File: src/rtl/loader_pkg.sv
// Shared definitions for the boot-time instruction loader: FSM states,
// framing constants and counter widths.
package loader_pkg;

  typedef enum logic [1:0] {
    S_IDLE,
    S_LEN,
    S_DATA,
    S_SUM
  } state_e;

  localparam logic [7:0] HDR_BYTE    = 8'hA5;
  localparam int         MAX_WORDS   = 64;
  localparam int         AW_DEF      = 6;
  localparam int         REM_W       = 7;
  localparam int         BYTE_W      = 2;
  localparam int         TIMEOUT_DEF = 1_000_000;

  function automatic int cnt_width(input int n);
    return (n > 1) ? $clog2(n) : 1;
  endfunction

endpackage

File: src/rtl/loader_timeout.sv
// Inter-byte watchdog: reloads on clear or while disabled, and strobes
// expire once TIMEOUT consecutive enabled cycles pass without a clear.
module loader_timeout
  import loader_pkg::*;
#(
  parameter int TIMEOUT = TIMEOUT_DEF
) (
  input  logic clk,
  input  logic rst,
  input  logic en,
  input  logic clr,
  output logic expire
);

  localparam int CW = cnt_width(TIMEOUT);
  localparam logic [CW-1:0] LOAD = CW'(TIMEOUT - 1);

  logic [CW-1:0] cnt_q;
  logic [CW-1:0] cnt_d;

  // The load value is TIMEOUT-1 so that the cycle holding zero is the
  // TIMEOUT-th idle cycle after the last clear.
  always_comb begin
    cnt_d  = cnt_q;
    expire = 1'b0;
    if (clr || !en) begin
      cnt_d = LOAD;
    end else if (cnt_q == '0) begin
      expire = 1'b1;
      cnt_d  = LOAD;
    end else begin
      cnt_d = cnt_q - 1'b1;
    end
  end

  always_ff @(posedge clk or posedge rst) begin
    if (rst) begin
      cnt_q <= '0;
    end else begin
      cnt_q <= cnt_d;
    end
  end

endmodule

File: src/rtl/inst_loader.sv
// Framed UART program loader: packs big-endian words into instruction
// memory and holds the CPU in reset until the frame checksum verifies.
module inst_loader
  import loader_pkg::*;
#(
  parameter int TIMEOUT = TIMEOUT_DEF,
  parameter int AW      = AW_DEF
) (
  input  logic          clk,
  input  logic          rst,
  input  logic          rx_valid,
  input  logic [7:0]    rx_data,
  output logic          im_we,
  output logic [AW-1:0] im_addr,
  output logic [31:0]   im_wdata,
  output logic          cpu_rst,
  output logic          busy,
  output logic          done,
  output logic          err
);

  state_e              state_q, state_d;
  logic [AW-1:0]       addr_q, addr_d;
  logic [REM_W-1:0]    rem_q, rem_d;
  logic [BYTE_W-1:0]   byte_cnt_q, byte_cnt_d;
  logic [23:0]         shift_q, shift_d;
  logic [7:0]          csum_q, csum_d;
  logic                im_we_q, im_we_d;
  logic [AW-1:0]       im_addr_q, im_addr_d;
  logic [31:0]         im_wdata_q, im_wdata_d;
  logic                done_q, done_d;
  logic                err_q, err_d;
  logic                cpu_rst_q, cpu_rst_d;
  logic                to_expire;

  loader_timeout #(
    .TIMEOUT (TIMEOUT)
  ) u_timeout (
    .clk    (clk),
    .rst    (rst),
    .en     (state_q != S_IDLE),
    .clr    (rx_valid),
    .expire (to_expire)
  );

  always_comb begin
    state_d    = state_q;
    addr_d     = addr_q;
    rem_d      = rem_q;
    byte_cnt_d = byte_cnt_q;
    shift_d    = shift_q;
    csum_d     = csum_q;
    im_we_d    = 1'b0;
    im_addr_d  = im_addr_q;
    im_wdata_d = im_wdata_q;
    done_d     = 1'b0;
    err_d      = err_q;
    cpu_rst_d  = cpu_rst_q;

    unique case (state_q)
      S_IDLE: begin
        if (rx_valid && rx_data == HDR_BYTE) begin
          state_d    = S_LEN;
          cpu_rst_d  = 1'b1;
          err_d      = 1'b0;
          addr_d     = '0;
          csum_d     = '0;
          byte_cnt_d = '0;
          shift_d    = '0;
        end
      end
      S_LEN: begin
        if (rx_valid) begin
          rem_d   = (rx_data == 8'h00) ? REM_W'(MAX_WORDS) : rx_data[REM_W-1:0];
          state_d = S_DATA;
        end
      end
      S_DATA: begin
        // Only the upper three bytes are kept; the fourth goes straight into the write word.
        if (rx_valid) begin
          csum_d     = csum_q ^ rx_data;
          shift_d    = {shift_q[15:0], rx_data};
          byte_cnt_d = byte_cnt_q + 1'b1;
          if (byte_cnt_q == BYTE_W'(3)) begin
            im_we_d    = 1'b1;
            im_addr_d  = addr_q;
            im_wdata_d = {shift_q, rx_data};
            addr_d     = addr_q + 1'b1;
            rem_d      = rem_q - 1'b1;
            if (rem_q == REM_W'(1)) begin
              state_d = S_SUM;
            end
          end
        end
      end
      S_SUM: begin
        if (rx_valid) begin
          if (rx_data == csum_q) begin
            done_d    = 1'b1;
            cpu_rst_d = 1'b0;
          end else begin
            err_d = 1'b1;
          end
          state_d = S_IDLE;
        end
      end
      default: state_d = S_IDLE;
    endcase

    if (to_expire) begin
      err_d   = 1'b1;
      state_d = S_IDLE;
    end
  end

  always_ff @(posedge clk or posedge rst) begin
    if (rst) begin
      state_q    <= S_IDLE;
      addr_q     <= '0;
      rem_q      <= '0;
      byte_cnt_q <= '0;
      shift_q    <= '0;
      csum_q     <= '0;
      im_we_q    <= 1'b0;
      im_addr_q  <= '0;
      im_wdata_q <= '0;
      done_q     <= 1'b0;
      err_q      <= 1'b0;
      cpu_rst_q  <= 1'b1;
    end else begin
      state_q    <= state_d;
      addr_q     <= addr_d;
      rem_q      <= rem_d;
      byte_cnt_q <= byte_cnt_d;
      shift_q    <= shift_d;
      csum_q     <= csum_d;
      im_we_q    <= im_we_d;
      im_addr_q  <= im_addr_d;
      im_wdata_q <= im_wdata_d;
      done_q     <= done_d;
      err_q      <= err_d;
      cpu_rst_q  <= cpu_rst_d;
    end
  end

  assign im_we    = im_we_q;
  assign im_addr  = im_addr_q;
  assign im_wdata = im_wdata_q;
  assign cpu_rst  = cpu_rst_q;
  assign busy     = (state_q != S_IDLE);
  assign done     = done_q;
  assign err      = err_q;

endmodule

File: config.mk
export PLATFORM = sky130hd
export DESIGN_NAME = inst_loader
export DESIGN_NICKNAME = d
export VERILOG_FILES = /design/src/rtl/loader_pkg.sv /design/src/rtl/loader_timeout.sv /design/src/rtl/inst_loader.sv
export SDC_FILE = /design/constraint.sdc
export NUM_CORES = 1
export LEC_CHECK = 0
export ABC_CLOCK_PERIOD_IN_PS = 2900
export CAP_MARGIN = 30
export CORE_MARGIN = 1
export CORE_UTILIZATION = 30
export DETAILED_ROUTE_END_ITERATION = 6
export PLACE_DENSITY = 0.54
export SETUP_SLACK_MARGIN = 0.05
export SLEW_MARGIN = 20
export SYNTH_ARGS = -nofsm -noshare
export SYNTH_HDL_FRONTEND = slang
export SYNTH_HIERARCHICAL = 1
export SYNTH_SLANG_ARGS = --single-unit
File: constraint.sdc
create_clock -name clk -period 2.9 [get_ports clk]
set_clock_uncertainty 0.2 [all_clocks]
set_input_delay 0.58 -clock clk [delete_from_list [all_inputs] [get_ports clk]]
set_output_delay 0.58 -clock clk [all_outputs]
set_load 0.01 [all_outputs]
Yosys cells after proc, flatten, opt, wreduce, memory -nomap -nowiden:

Index checks and enable logic that the tools add are counted.

* register bits: 111
* input bits: 11
* output and inout port bits: 43

* reductions and logical operators: 18
* $add $sub $neg: 4
* eq/ne operators: 20
* bitwise logic cells: 1
* mux-type cells: 45

Operators with widths (number)
* 24-bit 2-to-1 mux: 2
* 24-bit case mux with 2 select lines: 1
* 20-bit 2-to-1 mux: 2
* 7-bit 2-to-1 mux: 4
* 3-bit != test, second input constant: 7
* 20-bit zero test: 1
* 20-bit by 1-bit subtractor with 20-bit output, second input constant: 1
* 2-bit 2-to-1 mux: 9
* 6-bit 2-to-1 mux: 3
* 8-bit 2-to-1 mux: 2
* 8-bit case mux with 2 select lines: 1
* 4-bit AND reduction: 4
* 1-bit 2-to-1 mux: 15
* 7-bit case mux with 2 select lines: 1
* 2-bit != test, second input constant: 6
* 6-bit case mux with 2 select lines: 1
* 8-bit == test: 1
* 8-bit == test, second input constant: 1
* 8-bit zero test: 1
* 2-bit case mux with 4 select lines: 1
* 2-bit nonzero test: 4
* 8-bit XOR: 1
* 7-bit by 1-bit == test with 1-bit output, second input constant: 1
* 7-bit by 1-bit subtractor with 7-bit output, second input constant: 1
* other kinds (13): 17

Logic depth before layout (Yosys ltp):

Gate-level depths: netlist of run 1.

* word-level depth: 6
* gate-level depth with buffers: 9
* mapped depth without buffers: 9

By module:

The synthesis of run 1 kept the hierarchy.

By module, submodules not included
* inst_loader: cells each 336, sequential area each 2278.4 um^2, instances 1, area each 4038.9 um^2
* loader_timeout: cells each 104, sequential area each 500.5 um^2, instances 1, area each 1039.7 um^2

Worst setup path before layout of run 1:

No wires, ideal clock.

* kind: input to register
* from: input port rx_data[4]
* to: register csum_q[1]
* setup time: 0.126 ns
* arrival time: 2.042 ns
* setup slack: 0.532 ns
* stages: 5
* cell sequence: or3_4 o31a_1 or2_1 buf_6 a221o_1

* longest elaborated chain between the ends: 4

Ends and longest elaborated chain
* start: declaration: RTL line inst_loader.sv:12 `input logic [7:0] rx_data,`
* 8-bit == test: RTL line inst_loader.sv:62 `if (rx_valid && rx_data == HDR_BYTE) begin`
* 1-bit logical AND: RTL line inst_loader.sv:62
* 2-bit != test (no source line)
* 3-bit AND reduction (no source line)
* end signal: assignment: RTL line inst_loader.sv:136 `csum_q <= csum_d;`
* end: declaration: RTL line inst_loader.sv:27 `logic [7:0] csum_q, csum_d;`

Every way passes these cells.
A chain may end at the register's enable or synchronous reset.

Worst setup path after layout of run 1:

* from: register state_q[0]
* to: output port busy

* longest elaborated chain between the ends: 1

Ends and longest elaborated chain
* start: declaration: RTL line inst_loader.sv:22 `state_e state_q, state_d;`
* start signal: assignment: RTL line inst_loader.sv:131 `state_q <= state_d;`
* 2-bit nonzero test: RTL line inst_loader.sv:150 `assign busy = (state_q != S_IDLE);`
* end: declaration: RTL line inst_loader.sv:17 `output logic busy,`

Every way passes these cells.

==> impl_metrics.yaml, run 1 <==
pwr:
  irDropWorstVdd_mv: 0.360
  power_density_nw_per_um2: 817
  total_power_mw: 5.13
  power.leakage_nw: 2.72
setup_path:
  cp_top_family: "buffers and inverters"
  critPathBufInv: 3
  required_ns: 2.12
  crit_fanout: 6
  critPathCaptureType: "primary output"
  worstSetupPathType: "flop to primary output"
  cp_slowest_cell: "clkdlybuf4s50_1"
  arrival_ns: 1.83
  start_kind: "flop"
  worstPathCellList: "inv_1 > ha_1 > inv_1 > clkdlybuf4s50_1"
  crit_path_frequent_cell: "inv_1"
  slowest_delay_ns: 0.56
yosys:
  yosysTopAreaCell: "dfrtp_1"
  synth_nets: 461
  synthArstFlopShare_pct: 100
  synth_cells: 440
  synth_ff_type: "dfrtp_1"
  seq_area_frac_synth_pct: 54.7
  netlist_top_cells_count: "dfrtp_1 (110), mux2_2 (37), nand2_1 (37)"
  synth_edf_count: 0
  synth_area_um2: 5080
  avgSynthCellArea_um2: 11.5
  yosysMostFrequentCell: "dfrtp_1"
  ys_seq_elements: 111
  yosysWarnings: 6
  synth.top_cells.by_area: "dfrtp_1 (54%), mux2_2 (8.2%), a22o_1 (4.0%)"
  synth_cell_types: 54
  synth_top_area_share_pct: 54.2
cts:
  cts_hold_buf: 0
  clock_latency_ns: 0.35
  postCtsResizedCells: 0
  cts_tree: "done"
  htreeDepth: 3
  postCtsSetupRepairBufs: 0
  root_buffer: "clkbuf_16"
  clkSinkCount: 111
  clk_pin_slew_ns: 0.07
  clk_path_buf_depth: 2
  cts_buffers: 9
routing:
  dr.pass1.iters: 4
  drt-total-wl_um: 11800
  wl_per_cell_um: 16.2
  drc: 0
  via_count: 3682
  drt_iter0_markers: 224
  ant_nets: 0
  viasPerCell: 5.05
timing:
  slew_headroom_pct: 48.3
  whs_ns: 0.289
  period_share_pct: 89.9
  tns_ns: 0
  rsz0062_at_grt: "no"
  tightest_slew_ns: 0.774
  max_freq_mhz: 383
  drv_slew: 0
  setup_viol: 0
  period_minus_slack_ns: 2.61
  hold_violations: 0
final_layout:
  final_util_pct: 37.9
  fin_nets: 526
  syn2layout_area_growth_pct: 23.7
  insertedDiodeCount: 0
  drive_above_1_share_pct: 17.1
  finalInstanceArea_um2: 6280
place:
  post-dp-hpwl_um: 8390
  port_buffers: 53
  gp_congestion: 0.767
  placed_cell_area_um2: 6010
floorplan:
  core_um2: 16600
  num_io_pins: 54
  rows: 47
  initial_utilization_pct: 30.6
  die_height_um: 132
  dieArea_um2: 17500
  fp.dieW_um: 132
grt:
  antenna_found_initial: 0
  grt_remaining_overflow: 0
  grt_pass1_vias: 3673
  grt_max_degree: 50
  grtUsageTotal_pct: 14.4
  grt_pass1_wl_um: 19800
flow_run:
  drv_cap: 0
min_path:
  hp-class: "flop to flop"
status:
  status: "finished clean"
## final cells by class
| class | instances | area, um2 |
|---|---|---|
| clock buffer | 11 | 243 |
| clock inverter | 4 | 30.0 |
| timing repair buffer | 76 | 753 |
| inverter | 20 | 78.8 |
| fill | 1610 | 10300 |
| multi-input combinational | 287 | 2120 |
| tap | 220 | 275 |
| sequential | 111 | 2780 |
## worst reg2reg max path: stages, from the launching register on
cell	delay, ns
dfrtp_1	0.42
inv_1	0.12
ha_1	0.41
buf_4	0.26
nand3b_1	0.25
o41ai_2	0.15
buf_12	0.26
nand2_1	0.09
o21ai_0	0.17
## cell usage in the layout, fill, tap and decap left out, types with 6 or more instances in the layout
master | synthesis | layout
inv_1 | 20 | 19
clkdlybuf4s50_1 | 0 | 53
xnor2_1 | 12 | 12
a22o_1 | 23 | 23
clkbuf_16 | 0 | 9
or4_1 | 8 | 8
nand3_1 | 13 | 12
o22a_1 | 6 | 6
nor2_1 | 21 | 21
dfrtp_1 | 110 | 110
o31ai_1 | 16 | 16
mux2_2 | 37 | 37
nand4_1 | 7 | 7
nand2_1 | 37 | 37
buf_4 | 0 | 19
o21ai_0 | 14 | 14
ha_1 | 10 | 10
a21oi_1 | 11 | 11
## path summary, 6_finish.rpt
path                       slack, ns            endpoint                from  cells past startpoint
setup / recovery                0.29                busy          state_q[0]                      4
hold / removal                  0.29  u_timeout/cnt_q[0]  u_timeout/cnt_q[0]                      1
setup reg to reg                0.48           csum_q[7]          state_q[0]                      8
hold reg to reg                 0.29  u_timeout/cnt_q[0]  u_timeout/cnt_q[0]                      1
max in group asynchronous       1.41           csum_q[0]                 rst                      3
min in group asynchronous       0.46                done                 rst                      2
## cells by family (layout without fill, tap and decap cells)
family / Yosys count / in the layout / share of synthesized area, %
xor gates and xnor gates: 17 / 17 / 2.93
and+or+nand+nor: 123 / 123 / 13.2
adders and majority gates: 10 / 10 / 2.46
DFF: 111 / 111 / 54.7
buffers and inverters: 42 / 111 / 3.77
AOI/OAI and AO/OA: 95 / 95 / 13.8
muxes: 42 / 42 / 9.19
## sequential cells by signal (all words and copies together) (netlist names), 6 cells and up
| register | count |
|---|---|
| csum_q | 8 |
| im_addr | 6 |
| rem_q | 7 |
| addr_q | 6 |
| im_wdata | 32 |
| u_timeout/cnt_q | 20 |
| shift_q | 24 |
## metrics by stage
stage | std cells | setup WS [ns]
6_report | 729 | 0.291
5_1_grt | 729 | 0.179
3_3_place_gp | 714 | 0.0741
4_1_cts | 729 | 0.241
3_5_place_dp | 714 | 0.0566
2_1_floorplan | 440 | 0.532
## per-layer routing
| layer | vias up | share of wire, % | track usage, % |
|---|---|---|---|
| li1 | 1726 | - | - |
| met1 | 1863 | 47 | 20.0 |
| met2 | 83 | 47 | 22.4 |
| met3 | 10 | 4.2 | 3.69 |
| met4 | 0 | 1.0 | 3.62 |
| met5 | - | 0 | 0 |
## report_power, final
group,internal (mW),switching (mW)
logic,0.845,0.852
clock network,0.608,0.569
registers,1.94,0.314
Note: power is estimated with default switching activity, not from simulation.
==> run 2, diff against run 1 <==
--- a/config.mk
+++ b/config.mk
@@ -7,10 +7,13 @@
 export LEC_CHECK = 0
 export ABC_CLOCK_PERIOD_IN_PS = 2900
 export CAP_MARGIN = 30
+export CELL_PAD_IN_SITES_DETAIL_PLACEMENT = 1
+export CELL_PAD_IN_SITES_GLOBAL_PLACEMENT = 1
 export CORE_MARGIN = 1
 export CORE_UTILIZATION = 30
 export DETAILED_ROUTE_END_ITERATION = 6
-export PLACE_DENSITY = 0.54
+export MAX_ROUTING_LAYER = met4
+export PLACE_DENSITY_LB_ADDON = 0.1
 export SETUP_SLACK_MARGIN = 0.05
 export SLEW_MARGIN = 20
 export SYNTH_ARGS = -nofsm -noshare
==> run 2 against run 1 <==
Net effect: global-route usage grew 1.5 points; first-iteration DRC count shrank 30%; sequential power is essentially flat; critical path depth is the same; final cell count grew 0.41%; clock-buffer cell count shrank 1; combinational power is essentially flat; register-to-register slack gained 0.06 ns; critical path type unchanged; largest power group unchanged.
==> impl_metrics.yaml, run 2 (same netlist as run 1, synthesis figures left out) <==
timing:
  max_freq_mhz: 380
  drv_slew: 0
  tns_ns: 0
  period_minus_slack_ns: 2.63
  setup_viol: 0
  tightest_slew_ns: 0.803
  period_share_pct: 90.7
  rsz0062_at_grt: "no"
  whs_ns: 0.287
  hold_violations: 0
  setup_ws_ns: 0.270
  slew_headroom_pct: 46.4
cts:
  postCtsSetupRepairBufs: 0
  root_buffer: "clkbuf_16"
  cts_tree: "done"
  clk_pin_slew_ns: 0.08
  clkSinkCount: 111
  postCtsResizedCells: 0
  cts_hold_buf: 0
  htreeDepth: 3
  clock_latency_ns: 0.35
  cts_buffers: 9
  clk_path_buf_depth: 2
setup_path:
  crit_fanout: 6
  cp_slowest_cell: "clkdlybuf4s50_1"
  critPathCaptureType: "primary output"
  worstPathCellList: "inv_1 > ha_1 > inv_1 > clkdlybuf4s50_1"
  worstSetupPathType: "flop to primary output"
  crit_path_frequent_cell: "inv_1"
  cp_top_family: "buffers and inverters"
  required_ns: 2.12
  arrival_ns: 1.85
  critPathBufInv: 3
  start_kind: "flop"
  slowest_delay_ns: 0.55
pwr:
  p_sw_mw: 1.80
  pwr-share-comb_pct: 32.7
  irDropWorstVdd_mv: 0.337
  power.leakage_nw: 2.74
  power_density_nw_per_um2: 826
  p_sw_share_pct: 34.4
  p_int_mw: 3.43
  p_seq_share_pct: 43.4
  clkPwrFrac_pct: 23.9
flow_run:
  drv_cap: 0
routing:
  drt-total-wl_um: 12500
  drc: 0
  via_count: 3663
  wl_per_cell_um: 17.1
  viasPerCell: 5.00
  ant_nets: 0
  dr.pass1.iters: 4
  drt_iter0_markers: 156
place:
  gp_congestion: 0.781
  port_buffers: 53
  post-dp-hpwl_um: 8890
  place_ws_ns: 0.0560
  dp_cells: 716
final_layout:
  final_cell_mix: "dfrtp_1 (110), clkdlybuf4s50_1 (53), mux2_2 (37), nand2_1 (37), a22o_1 (23)"
  final_util_pct: 38.1
  fill_cells: 1810
  seq_area_um2: 2780
  multi_input_area_um2: 2120
  layout_commonest_cell: "dfrtp_1"
  syn2layout_area_growth_pct: 24.5
  insertedDiodeCount: 0
  drive_above_1_share_pct: 17.8
  stdcell_count: 732
  largest_register_ffs: 32
  fin_nets: 528
floorplan:
  initial_utilization_pct: 30.6
  rows: 47
  dieArea_um2: 17500
  core_um2: 16600
  fp.dieW_um: 132
  num_io_pins: 54
  die_height_um: 132
grt:
  grtUsageTotal_pct: 15.9
  grt_max_degree: 51
  grt_remaining_overflow: 0
  grt_pass1_vias: 3957
  grt_pass1_wl_um: 21300
  antenna_found_initial: 0
status:
  status: "finished clean"
min_path:
  hp-class: "flop to flop"
-- run 2: cell types whose count changed in the layout (fill, tap and decap cells not counted), sizes merged --
cell / change
clkinv: +3
clkinvlp: -1
buf: +2
clkbuf: -1
-- run 2: final cells by class --
class                      count  share of cell area (%)
clock buffer                  10                    3.78
clock inverter                 6                   0.989
tap                          220                    4.35
timing repair buffer          78                    12.1
sequential                   111                    43.9
multi-input combinational    287                    33.5
inverter                      20                    1.25
-- run 2: per-stage QoR --
stage / area [um2] / total power, mW
floorplan: 5080 / 3.32
global placement: 6020 / 3.99
detailed placement: 6020 / 4.04
CTS: 6320 / 5.32
global route: 6320 / 5.59
finish: 6320 / 5.23
-- run 2: power groups by stage --
stage          Sequential [mW]  Clock, mW  Combinational (mW)
2_1_floorplan             2.24          0                1.08
3_3_place_gp              2.29          0                1.69
3_5_place_dp              2.31          0                1.73
4_1_cts                   2.28       1.30                1.74
5_1_grt                   2.33       1.36                1.91
6_report                  2.27       1.25                1.71
-- run 2: path summary, 6_finish.rpt --
path | start | to | slack (ns) | cells past startpoint
min in group asynchronous | rst | im_wdata[14] | 0.49 | 3
max | state_q[0] | busy | 0.27 | 4
max reg2reg | state_q[0] | csum_q[7] | 0.54 | 7
min | im_wdata[3] | im_wdata[3] | 0.29 | 2
max in group asynchronous | rst | u_timeout/cnt_q[1] | 1.43 | 2
min reg2reg | im_wdata[3] | im_wdata[3] | 0.29 | 2
-- run 2: metal layers --
layer | up-vias | global-route usage [%] | routed length, um
met5 | - | - | 0
met2 | 39 | 25.7 | 6110
li1 | 1734 | - | -
met3 | 10 | 2.11 | 266
met4 | 0 | 5.04 | 151
met1 | 1880 | 20.6 | 5990
-- run 2: worst register-to-register path: stages (launching register included) --
cell and delay [ns]:
dfrtp_1 0.42, inv_1 0.11, ha_1 0.39, nand2_1 0.15, o41ai_2 0.47, buf_12 0.26
nand2_1 0.10, o21ai_0 0.16
